[config.mk]
export PLATFORM = sky130hd
export DESIGN_NAME = noc_packetizer_flat
export DESIGN_NICKNAME = d
export VERILOG_FILES = /design/src/rtl/noc_packetizer_if.sv /design/src/rtl/noc_packetizer.sv /design/src/flat_wrapper.sv
export SDC_FILE = /design/constraint.sdc
export NUM_CORES = 1
export LEC_CHECK = 0
export ABC_AREA = 1
export BUFFER_PORTS_ARGS = -buffer_cell sky130_fd_sc_hd__buf_2
export CORE_ASPECT_RATIO = 1.25
export CORE_MARGIN = 5
export CORE_UTILIZATION = 35
export DETAILED_ROUTE_END_ITERATION = 8
export HOLD_SLACK_MARGIN = 0.08
export PLACE_DENSITY = 0.58
export SYNTH_ARGS = -nofsm -noshare
export SYNTH_HDL_FRONTEND = slang
export SYNTH_SLANG_ARGS = --single-unit
[constraint.sdc]
create_clock -name noc_clk -period 1.6 [get_ports noc_clk]
set_input_delay 0.16 -clock noc_clk [delete_from_list [all_inputs] [get_ports noc_clk]]
set_output_delay 0.16 -clock noc_clk [all_outputs]
set_load 0.01 [all_outputs]
[src/rtl/noc_packetizer_if.sv]
// Injection-side bus for noc_packetizer: packet command, payload stream and the flit link
// toward the node receive port. slave = packetizer, master = its surroundings.
interface noc_packetizer_if #(
    parameter int unsigned FLIT_W  = 32,
    parameter int unsigned COORD_W = 1,
    parameter int unsigned LEN_W   = 8
);
    logic               cmd_valid;
    logic               cmd_ready;
    logic [COORD_W-1:0] cmd_dst_x;
    logic [COORD_W-1:0] cmd_dst_y;
    logic [LEN_W-1:0]   cmd_len;
    logic               data_valid;
    logic               data_ready;
    logic [FLIT_W-1:0]  data_in;
    logic               out_valid;
    logic               out_ready;
    logic [FLIT_W-1:0]  out_flit;
    logic               out_is_header;
    logic               out_is_tail;

    modport master (
        output cmd_valid, cmd_dst_x, cmd_dst_y, cmd_len, data_valid, data_in, out_ready,
        input  cmd_ready, data_ready, out_valid, out_flit, out_is_header, out_is_tail
    );

    modport slave (
        input  cmd_valid, cmd_dst_x, cmd_dst_y, cmd_len, data_valid, data_in, out_ready,
        output cmd_ready, data_ready, out_valid, out_flit, out_is_header, out_is_tail
    );
endinterface

[src/rtl/noc_packetizer.sv]
// NoC injection stage: turns (dst, len) commands plus payload words into header/body flits.
// Optional NOC_PKT_CRC_EN appends an XOR-of-body flit as the packet tail.
module noc_packetizer #(
    parameter int unsigned FLIT_W  = 32,
    parameter int unsigned COORD_W = 1,
    parameter int unsigned LEN_W   = 8,
    parameter int unsigned SRC_X   = 0,
    parameter int unsigned SRC_Y   = 0
) (
    input  logic            noc_clk,
    input  logic            noc_rst_n,
    noc_packetizer_if.slave link,
    output logic            busy,
    output logic [15:0]     pkt_count
);

`ifdef NOC_PKT_CRC_EN
    typedef enum logic [1:0] {IDLE, BODY, CRC} state_e;
`else
    typedef enum logic [1:0] {IDLE, BODY} state_e;
`endif

    state_e             state_q, state_d;
    logic               out_valid_q, out_valid_d;
    logic [FLIT_W-1:0]  out_flit_q, out_flit_d;
    logic               out_hdr_q, out_hdr_d;
    logic               out_tail_q, out_tail_d;
    logic [LEN_W-1:0]   rem_q, rem_d;
    logic [15:0]        cnt_q, cnt_d;
    logic               run_q;
`ifdef NOC_PKT_CRC_EN
    logic [FLIT_W-1:0]  crc_q, crc_d;
`endif

    logic               free_c;
    logic               cmd_ready_c;
    logic               data_ready_c;
    logic [FLIT_W-1:0]  hdr_c;

    // Header: dst_x, dst_y, src_x, src_y from the MSB down, length in the low bits.
    always_comb begin
        hdr_c = '0;
        hdr_c[FLIT_W-1 -: COORD_W]           = link.cmd_dst_x;
        hdr_c[FLIT_W-1-COORD_W -: COORD_W]   = link.cmd_dst_y;
        hdr_c[FLIT_W-1-2*COORD_W -: COORD_W] = COORD_W'(SRC_X);
        hdr_c[FLIT_W-1-3*COORD_W -: COORD_W] = COORD_W'(SRC_Y);
        hdr_c[LEN_W-1:0]                     = link.cmd_len;
    end

    // Next-state and output-register load logic.
    always_comb begin
        state_d      = state_q;
        out_valid_d  = out_valid_q;
        out_flit_d   = out_flit_q;
        out_hdr_d    = out_hdr_q;
        out_tail_d   = out_tail_q;
        rem_d        = rem_q;
        cnt_d        = cnt_q;
`ifdef NOC_PKT_CRC_EN
        crc_d        = crc_q;
`endif
        cmd_ready_c  = 1'b0;
        data_ready_c = 1'b0;
        free_c       = !out_valid_q || link.out_ready;

        if (out_valid_q && link.out_ready) begin
            out_valid_d = 1'b0;
            if (out_tail_q) begin
                cnt_d = cnt_q + 16'd1;
            end
        end

        case (state_q)
            IDLE: begin
                // run_q keeps cmd_ready low until the first edge after reset release
                cmd_ready_c = run_q && free_c;
                if (cmd_ready_c && link.cmd_valid) begin
                    out_valid_d = 1'b1;
                    out_flit_d  = hdr_c;
                    out_hdr_d   = 1'b1;
                    rem_d       = link.cmd_len;
`ifdef NOC_PKT_CRC_EN
                    crc_d       = '0;
                    out_tail_d  = 1'b0;
                    state_d     = (link.cmd_len == LEN_W'(0)) ? CRC : BODY;
`else
                    out_tail_d  = (link.cmd_len == LEN_W'(0));
                    state_d     = (link.cmd_len == LEN_W'(0)) ? IDLE : BODY;
`endif
                end
            end
            BODY: begin
                data_ready_c = free_c;
                if (data_ready_c && link.data_valid) begin
                    out_valid_d = 1'b1;
                    out_flit_d  = link.data_in;
                    out_hdr_d   = 1'b0;
                    rem_d       = rem_q - LEN_W'(1);
`ifdef NOC_PKT_CRC_EN
                    crc_d       = crc_q ^ link.data_in;
                    out_tail_d  = 1'b0;
                    if (rem_q == LEN_W'(1)) begin
                        state_d = CRC;
                    end
`else
                    out_tail_d  = (rem_q == LEN_W'(1));
                    if (rem_q == LEN_W'(1)) begin
                        state_d = IDLE;
                    end
`endif
                end
            end
`ifdef NOC_PKT_CRC_EN
            CRC: begin
                if (free_c) begin
                    out_valid_d = 1'b1;
                    out_flit_d  = crc_q;
                    out_hdr_d   = 1'b0;
                    out_tail_d  = 1'b1;
                    state_d     = IDLE;
                end
            end
`endif
            default: begin
                state_d = IDLE;
            end
        endcase
    end

    always_ff @(posedge noc_clk or negedge noc_rst_n) begin
        if (!noc_rst_n) begin
            state_q     <= IDLE;
            out_valid_q <= 1'b0;
            out_flit_q  <= '0;
            out_hdr_q   <= 1'b0;
            out_tail_q  <= 1'b0;
            rem_q       <= '0;
            cnt_q       <= '0;
            run_q       <= 1'b0;
`ifdef NOC_PKT_CRC_EN
            crc_q       <= '0;
`endif
        end else begin
            state_q     <= state_d;
            out_valid_q <= out_valid_d;
            out_flit_q  <= out_flit_d;
            out_hdr_q   <= out_hdr_d;
            out_tail_q  <= out_tail_d;
            rem_q       <= rem_d;
            cnt_q       <= cnt_d;
            run_q       <= 1'b1;
`ifdef NOC_PKT_CRC_EN
            crc_q       <= crc_d;
`endif
        end
    end

    assign link.cmd_ready     = cmd_ready_c;
    assign link.data_ready    = data_ready_c;
    assign link.out_valid     = out_valid_q;
    assign link.out_flit      = out_flit_q;
    assign link.out_is_header = out_hdr_q;
    assign link.out_is_tail   = out_tail_q;
    assign busy               = (state_q != IDLE) || out_valid_q;
    assign pkt_count          = cnt_q;

endmodule

[src/flat_wrapper.sv]
// flat-port wrapper written by rule: the top's interface ports become plain ports
module noc_packetizer_flat 
#(
    parameter int unsigned FLIT_W  = 32,
    parameter int unsigned COORD_W = 1,
    parameter int unsigned LEN_W   = 8,
    parameter int unsigned SRC_X   = 0,
    parameter int unsigned SRC_Y   = 0
)
  (noc_clk, noc_rst_n, busy, pkt_count, link_cmd_valid, link_cmd_dst_x, link_cmd_dst_y, link_cmd_len, link_data_valid, link_data_in, link_out_ready, link_cmd_ready, link_data_ready, link_out_valid, link_out_flit, link_out_is_header, link_out_is_tail);
  noc_packetizer_if #(.FLIT_W(FLIT_W), .COORD_W(COORD_W), .LEN_W(LEN_W)) link_i ();
  input  logic noc_clk;
  input  logic noc_rst_n;
  output logic busy;
  output logic [15:0] pkt_count;
  input wire logic [$bits(link_i.cmd_valid)-1:0] link_cmd_valid;
  input wire logic [$bits(link_i.cmd_dst_x)-1:0] link_cmd_dst_x;
  input wire logic [$bits(link_i.cmd_dst_y)-1:0] link_cmd_dst_y;
  input wire logic [$bits(link_i.cmd_len)-1:0] link_cmd_len;
  input wire logic [$bits(link_i.data_valid)-1:0] link_data_valid;
  input wire logic [$bits(link_i.data_in)-1:0] link_data_in;
  input wire logic [$bits(link_i.out_ready)-1:0] link_out_ready;
  output wire logic [$bits(link_i.cmd_ready)-1:0] link_cmd_ready;
  output wire logic [$bits(link_i.data_ready)-1:0] link_data_ready;
  output wire logic [$bits(link_i.out_valid)-1:0] link_out_valid;
  output wire logic [$bits(link_i.out_flit)-1:0] link_out_flit;
  output wire logic [$bits(link_i.out_is_header)-1:0] link_out_is_header;
  output wire logic [$bits(link_i.out_is_tail)-1:0] link_out_is_tail;
  assign link_i.cmd_valid = link_cmd_valid;
  assign link_i.cmd_dst_x = link_cmd_dst_x;
  assign link_i.cmd_dst_y = link_cmd_dst_y;
  assign link_i.cmd_len = link_cmd_len;
  assign link_i.data_valid = link_data_valid;
  assign link_i.data_in = link_data_in;
  assign link_i.out_ready = link_out_ready;
  assign link_cmd_ready = link_i.cmd_ready;
  assign link_data_ready = link_i.data_ready;
  assign link_out_valid = link_i.out_valid;
  assign link_out_flit = link_i.out_flit;
  assign link_out_is_header = link_i.out_is_header;
  assign link_out_is_tail = link_i.out_is_tail;
  noc_packetizer #(.FLIT_W(FLIT_W), .COORD_W(COORD_W), .LEN_W(LEN_W), .SRC_X(SRC_X), .SRC_Y(SRC_Y)) u_core (.noc_clk(noc_clk), .noc_rst_n(noc_rst_n), .link(link_i), .busy(busy), .pkt_count(pkt_count));
endmodule
# Word level (Yosys, flattened, before mapping)
# Index checks and enable logic that the tools add are counted.
[word_totals]
regBits = 62
in_bits = 47
output_inout_bits = 54
[op_classes]
addsub = 2
n_eq_ne = 5
mux = 23
n_reduce_logical = 14
[ops]
columns = ["cell", "n"]
rows = [
  ["32-bit 2-to-1 mux", 2],
  ["32-bit case mux with 2 select lines", 1],
  ["16-bit by 1-bit adder with 16-bit output, second input constant", 1],
  ["8-bit 2-to-1 mux", 2],
  ["8-bit case mux with 2 select lines", 1],
  ["1-bit 2-to-1 mux", 10],
  ["8-bit by 1-bit == test with 1-bit output, second input constant", 1],
  ["8-bit zero test", 1],
  ["8-bit by 1-bit subtractor with 8-bit output, second input constant", 1],
  ["2-bit 2-to-1 mux", 3],
  ["2-bit by 1-bit != test with 1-bit output, second input constant", 3],
  ["1-bit case mux with 2 select lines", 3],
  ["3-bit AND reduction", 2],
  ["1-bit logical AND", 4],
  ["2-bit case mux with 2 select lines", 1],
  ["2-bit nonzero test", 2],
  ["2-bit by 1-bit == test with 1-bit output, second input constant", 1],
  ["2-bit zero test", 1],
  ["1-bit logical OR", 2],
  ["2-bit AND reduction", 1],
  ["1-bit zero test", 1],
]

# Depth between registers and ports, before layout
[depth]
depth_word = 6
mapped_depth = 8
depth_no_buf = 8

# Worst setup path before layout
# OpenSTA, ideal clock, no wires.
[synth_path]
path_type = "register to register"
start = "reg u_core.cnt_q[0], in the netlist u_core.pkt_count[0]"
end = "reg u_core.cnt_q[12], in the netlist u_core.pkt_count[12]"
t_arrival_ps = 1218
required_time_ps = 1479
setup_slack_ps = 261
path_stages_with_launch = 7
n_path_buf = 0
path_cell_list = "dfrtp_1 -> ha_1 -> inv_1 -> nor2_1 -> nand4_1 -> o21ai_1 -> nand2_1"
[synth_between]
elab_chain_len = 1
[synth_lines]
columns = ["item", "line_no", "rtl"]
rows = [
  ["start, declared", "noc_packetizer.sv:29", "logic [15:0] cnt_q, cnt_d;"],
  ["start signal, assigned", "noc_packetizer.sv:150", "cnt_q <= cnt_d;"],
  ["16-bit by 1-bit adder with 16-bit output", "noc_packetizer.sv:69", "cnt_d = cnt_q + 16'd1;"],
]
# No other way between the ends.
# A chain may end at the register's enable or synchronous reset.

# Final worst setup path
[layout_path]
start = "reg u_core.out_valid_q, in the netlist u_core.link.out_valid"
end = "reg u_core.rem_q[5]"
[layout_between]
elab_chain_len = 6
word_cells_on_any_way = 8
cone_classes = "eq/ne (2); reduce/logical (6)"
[layout_lines]
columns = ["item", "line_no", "rtl"]
rows = [
  ["start, declared", "noc_packetizer.sv:24", "logic out_valid_q, out_valid_d;"],
  ["start signal, assigned", "noc_packetizer.sv:145", "out_valid_q <= out_valid_d;"],
  ["1-bit zero test *", "noc_packetizer.sv:64", "free_c = !out_valid_q || link.out_ready;"],
  ["1-bit logical OR *", "noc_packetizer.sv:64", ""],
  ["1-bit logical AND", "noc_packetizer.sv:76", "cmd_ready_c = run_q && free_c;"],
  ["1-bit logical AND", "noc_packetizer.sv:77", "if (cmd_ready_c && link.cmd_valid) begin"],
  ["2-bit by 1-bit != test with 1-bit output (no line)", "n/a", ""],
  ["3-bit AND reduction (no line) *", "n/a", ""],
  ["end signal, assigned", "noc_packetizer.sv:149", "rem_q <= rem_d;"],
  ["end, declared", "noc_packetizer.sv:28", "logic [LEN_W-1:0] rem_q, rem_d;"],
]
# Every way passes the cells marked *; elsewhere a longest branch is shown, timed or not.

==> run summary <==
FINAL LAYOUT
----------------------------------------------------------------------------------
Area growth syn-to-layout ...........................................        38.0%
Layout Cell Area excl Fill ..........................................     4100 um2
Final net count .....................................................          559
Total area of sequential cells ......................................     1530 um2
# diodes ............................................................            0
Share of cells above drive strength 1 ...............................        26.5%
Filler instances ....................................................          801
Area of combinational cells with multiple inputs ....................     1280 um2

CLOCK NETWORK
----------------------------------------------------------------------------------
Total clock buffers created by CTS ..................................            9
Max Buffers Root-to-Sink ............................................            2
Number of buffers inserted by post-CTS setup repair .................            0
Clock latency of the later-clocked register in the worst-skew pair ..      0.33 ns
CTS tree ............................................................        built
Clock slew seen by the registers of the worst setup and hold paths ..      0.07 ns
Maximum level of the CTS H-tree .....................................            3
Library cell used as clock root buffer .............................. sky130_fd_sc_hd__clkbuf_8
Sinks on Clock Net ..................................................           61

DIE
----------------------------------------------------------------------------------
Starting density of the core ........................................        35.9%
I/O pin total .......................................................          101
Area of the core region .............................................     8290 um2
DIE WIDTH ...........................................................      92.4 um
Row count ...........................................................           37
Die area ............................................................   10,400 um2
Y dimension of the die ..............................................       113 um

PLACE
----------------------------------------------------------------------------------
Detailed-placement wirelength estimate ..............................      6010 um
RePlAce Congestion ..................................................        0.849
Instance area at placement ..........................................     3630 um2
Port Buffer Count ...................................................          100

YOSYS
----------------------------------------------------------------------------------
Seq/Total Area, Yosys ...............................................        51.4%
Dominant cell type by area after synthesis .......................... sky130_fd_sc_hd__dfrtp_1
Dominant cells by area after synthesis .............................. sky130_fd_sc_hd__dfrtp_1, sky130_fd_sc_hd__nand2_1, sky130_fd_sc_hd__nand3_1
Mapped Cells ........................................................          376
Count of yosys warnings during synthesis ............................            0
Cell variety after synth ............................................           27
Most used standard cell by instance count after synthesis ........... sky130_fd_sc_hd__nand2_1
Fraction of synthesized cell area taken by the top area cell type ...        51.4%
Most common library cells after synthesis ........................... sky130_fd_sc_hd__nand2_1, sky130_fd_sc_hd__dfrtp_1, sky130_fd_sc_hd__nand3_1
Share of flip-flops with an asynchronous set or reset ...............         100%
Mean instance size in the synthesized netlist .......................     7.90 um2
Flip-flop cell with the highest count after synthesis ............... sky130_fd_sc_hd__dfrtp_1
Total standard cell area after synthesis ............................     2970 um2
Syn_nets ............................................................          426
Number of flip-flops and latches in the synthesized netlist .........           61
Number of enable flip-flop cells after synthesis ....................            0

ROUTING
----------------------------------------------------------------------------------
Per-cell routed wire length .........................................      13.6 um
Final Routed Wirelength .............................................      8320 um
Routed vias/inst ....................................................         4.79
Detailed-route via count ............................................        2,920
DRC violation total after the first TritonRoute iteration ...........          145
Antenna Nets Post-Route .............................................            0
Number of remaining DRC errors ......................................            0
Total iterations of the first detailed-routing run ..................            4

GRT
----------------------------------------------------------------------------------
Antenna violations before repair ....................................            0
Vias in the first global route ......................................        3,047
Total GRT Usage .....................................................        17.0%
Remaining global-route overflow .....................................            0
Wire length of the first global-routing pass ........................    14,200 um
Pin count of the biggest net entering global routing ................           44

TIMING
----------------------------------------------------------------------------------
Final Setup Violations ..............................................            0
Setup repair after global routing missed its margin .................           no
Achievable frequency ................................................      662 MHz
Part of the cycle the worst path needs ..............................        94.4%
Setup Skew ..........................................................   0.00429 ns
Slew Viols, Final ...................................................            0
Post-route minimum period ...........................................      1.51 ns
Hold WS .............................................................     0.145 ns
Final hold violation count ..........................................            0
Setup TNS Final .....................................................         0 ns

POWER
----------------------------------------------------------------------------------
Part of the total power dissipated in sequential elements ...........        39.5%
IR drop worst, VDD ..................................................     0.842 mV
Switching Power .....................................................      2.35 mW
Fraction of power consumed by combinational cells ...................        38.0%
P per Cell Area .....................................................  1500 nW/um2
Static leakage ......................................................      2.23 nW
Total internal power ................................................      3.81 mW
Switching part of the total power ...................................        38.1%
Clock network fraction of design power ..............................        22.6%

WORST SETUP PATH
----------------------------------------------------------------------------------
Critical-path cell with the highest stage delay ..................... sky130_fd_sc_hd__dfrtp_1
Endpoint of the most critical register-to-register path ............. u_core.rem_q[5]
Arrival time of data at the critical path endpoint ..................      1.71 ns
Type of destination of the critical path ............................         flop
Worst setup SP type .................................................         flop
Biggest cell delay along the critical path ..........................      0.42 ns
Maximum fanout along the worst path .................................            5
Family of cells with the greatest summed delay on the critical path . compound AO/OA/AOI/OAI gates
Reg-to-reg setup timing slack .......................................      0.09 ns
Crit path buf inv count .............................................            1
Worst-path cell chain ............................................... nand2_2 > nand3_2 > buf_4 > a21boi_0 > a21oi_1
Worst Reg2Reg Path Length in Cells ..................................            5
Crit path required time .............................................      1.80 ns
Kind of critical path ............................................... flop to flop
Startpoint of the most critical register-to-register path ........... u_core.link.out_valid

STATUS
----------------------------------------------------------------------------------
Result of the run ................................................... finished clean

JOB
----------------------------------------------------------------------------------
Number of max-cap violations ........................................            0

MIN PATH
----------------------------------------------------------------------------------
Worst hold path endpoint ............................................ u_core.link.out_flit[3]
Worst hold path class ............................................... input port to flop
Count of cells along the worst hold path ............................            4
Hold wc startpoint .................................................. link_data_in[3]

state kept, by name (all words and copies together) (netlist names):
signal and flops:
u_core.link.out_is_tail 1, u_core.rem_q 8, u_core.link.out_is_header 1, u_core.run_q 1
u_core.state_q 1, u_core.pkt_count 16, u_core.link.out_valid 1, u_core.link.out_flit 32
how the worst max path moves through the flow:
stage	from	end	slack, ns	cells after the start
2_1_floorplan	u_core.pkt_count[0]	u_core.pkt_count[12]	0.26	6
3_3_place_gp	u_core.link.out_valid	u_core.link.out_flit[31]	0.08	6
3_5_place_dp	u_core.link.out_valid	u_core.link.out_flit[31]	0.004	6
4_1_cts	u_core.state_q[0]	link_cmd_ready	0.06	5
5_1_grt	u_core.state_q[0]	link_cmd_ready	0.02	5
6_report	u_core.link.out_valid	u_core.rem_q[5]	0.09	5
worst register-to-register path, delay by kind of cell (launching register included):
| family | cells | cell delay (ns) |
|---|---|---|
| buf+inv | 1 | 0.17 |
| simple gates | 2 | 0.25 |
| flops | 1 | 0.42 |
| compound gates | 2 | 0.54 |
power by group through the flow:
| stage | clock network, mW | registers (mW) | logic (mW) |
|---|---|---|---|
| 6_report | 1.39 | 2.43 | 2.34 |
| 5_1_grt | 1.51 | 2.50 | 2.67 |
| 4_1_cts | 1.44 | 2.43 | 2.36 |
| 3_5_place_dp | 0 | 2.45 | 2.30 |
| 3_3_place_gp | 0 | 2.44 | 2.26 |
| 2_1_floorplan | 0 | 2.60 | 1.18 |
logic make-up (layout without fill, tap and decap cells):
| group | Yosys count | count (layout) | share of synthesized area, % |
|---|---|---|---|
| flip-flops | 61 | 61 | 51.4 |
| buffers and inverters | 41 | 178 | 5.77 |
| XOR/XNOR | 9 | 9 | 2.65 |
| adder cells (fa/ha/maj) | 3 | 3 | 1.26 |
| AND/OR/NAND/NOR | 228 | 228 | 32.6 |
| AO/OA/AOI/OAI | 33 | 33 | 6.23 |
| other | 1 | 1 | 0.126 |
cells in the final DEF (no fill, tap or decap), drive strengths merged, types with 6 or more instances in the layout:
master and count:
nand4 7, dlygate4sd3 26, o21ai 18, inv 29, dfrtp 61, nand3 40, xor2 6, nor2 35
a21oi 7, nand2 140, buf 108, clkbuf 11
routing by layer:
metal  vias to the layer above  routed length, um  track usage (%)
met5                         -                  0                0
met4                         0                159             5.95
met3                        14                492             3.92
met2                        91               4010             28.8
met1                      1356               3660             21.2
li1                       1459                  -                -
area by class of cell:
type | count | share of cell area [%]
Clock buffer | 11 | 3.69
Clock inverter | 4 | 1.16
Inverter | 29 | 2.72
Multi-Input combinational cell | 274 | 31.2
Sequential cell | 61 | 37.3
Tap cell | 97 | 2.96
Timing Repair Buffer | 134 | 21.0
through the flow:
step | setup WS [ns] | util, % | std cells | total power, mW
floorplan | 0.261 | - | 376 | 3.79
global placement | 0.0804 | 43.8 | 569 | 4.70
detailed placement | 0.00368 | 43.8 | 569 | 4.76
CTS | 0.0555 | 49.4 | 610 | 6.23
global route | 0.0152 | 49.5 | 610 | 6.67
finish | 0.0899 | 49.5 | 610 | 6.16
timing repair:
action	in CTS	in global routing
hold buffers	26	0
endpoints found under the setup margin	2	5
endpoints found under the hold margin	43	0
gates resized for setup	1	4
(Power assumes the default switching activity.)
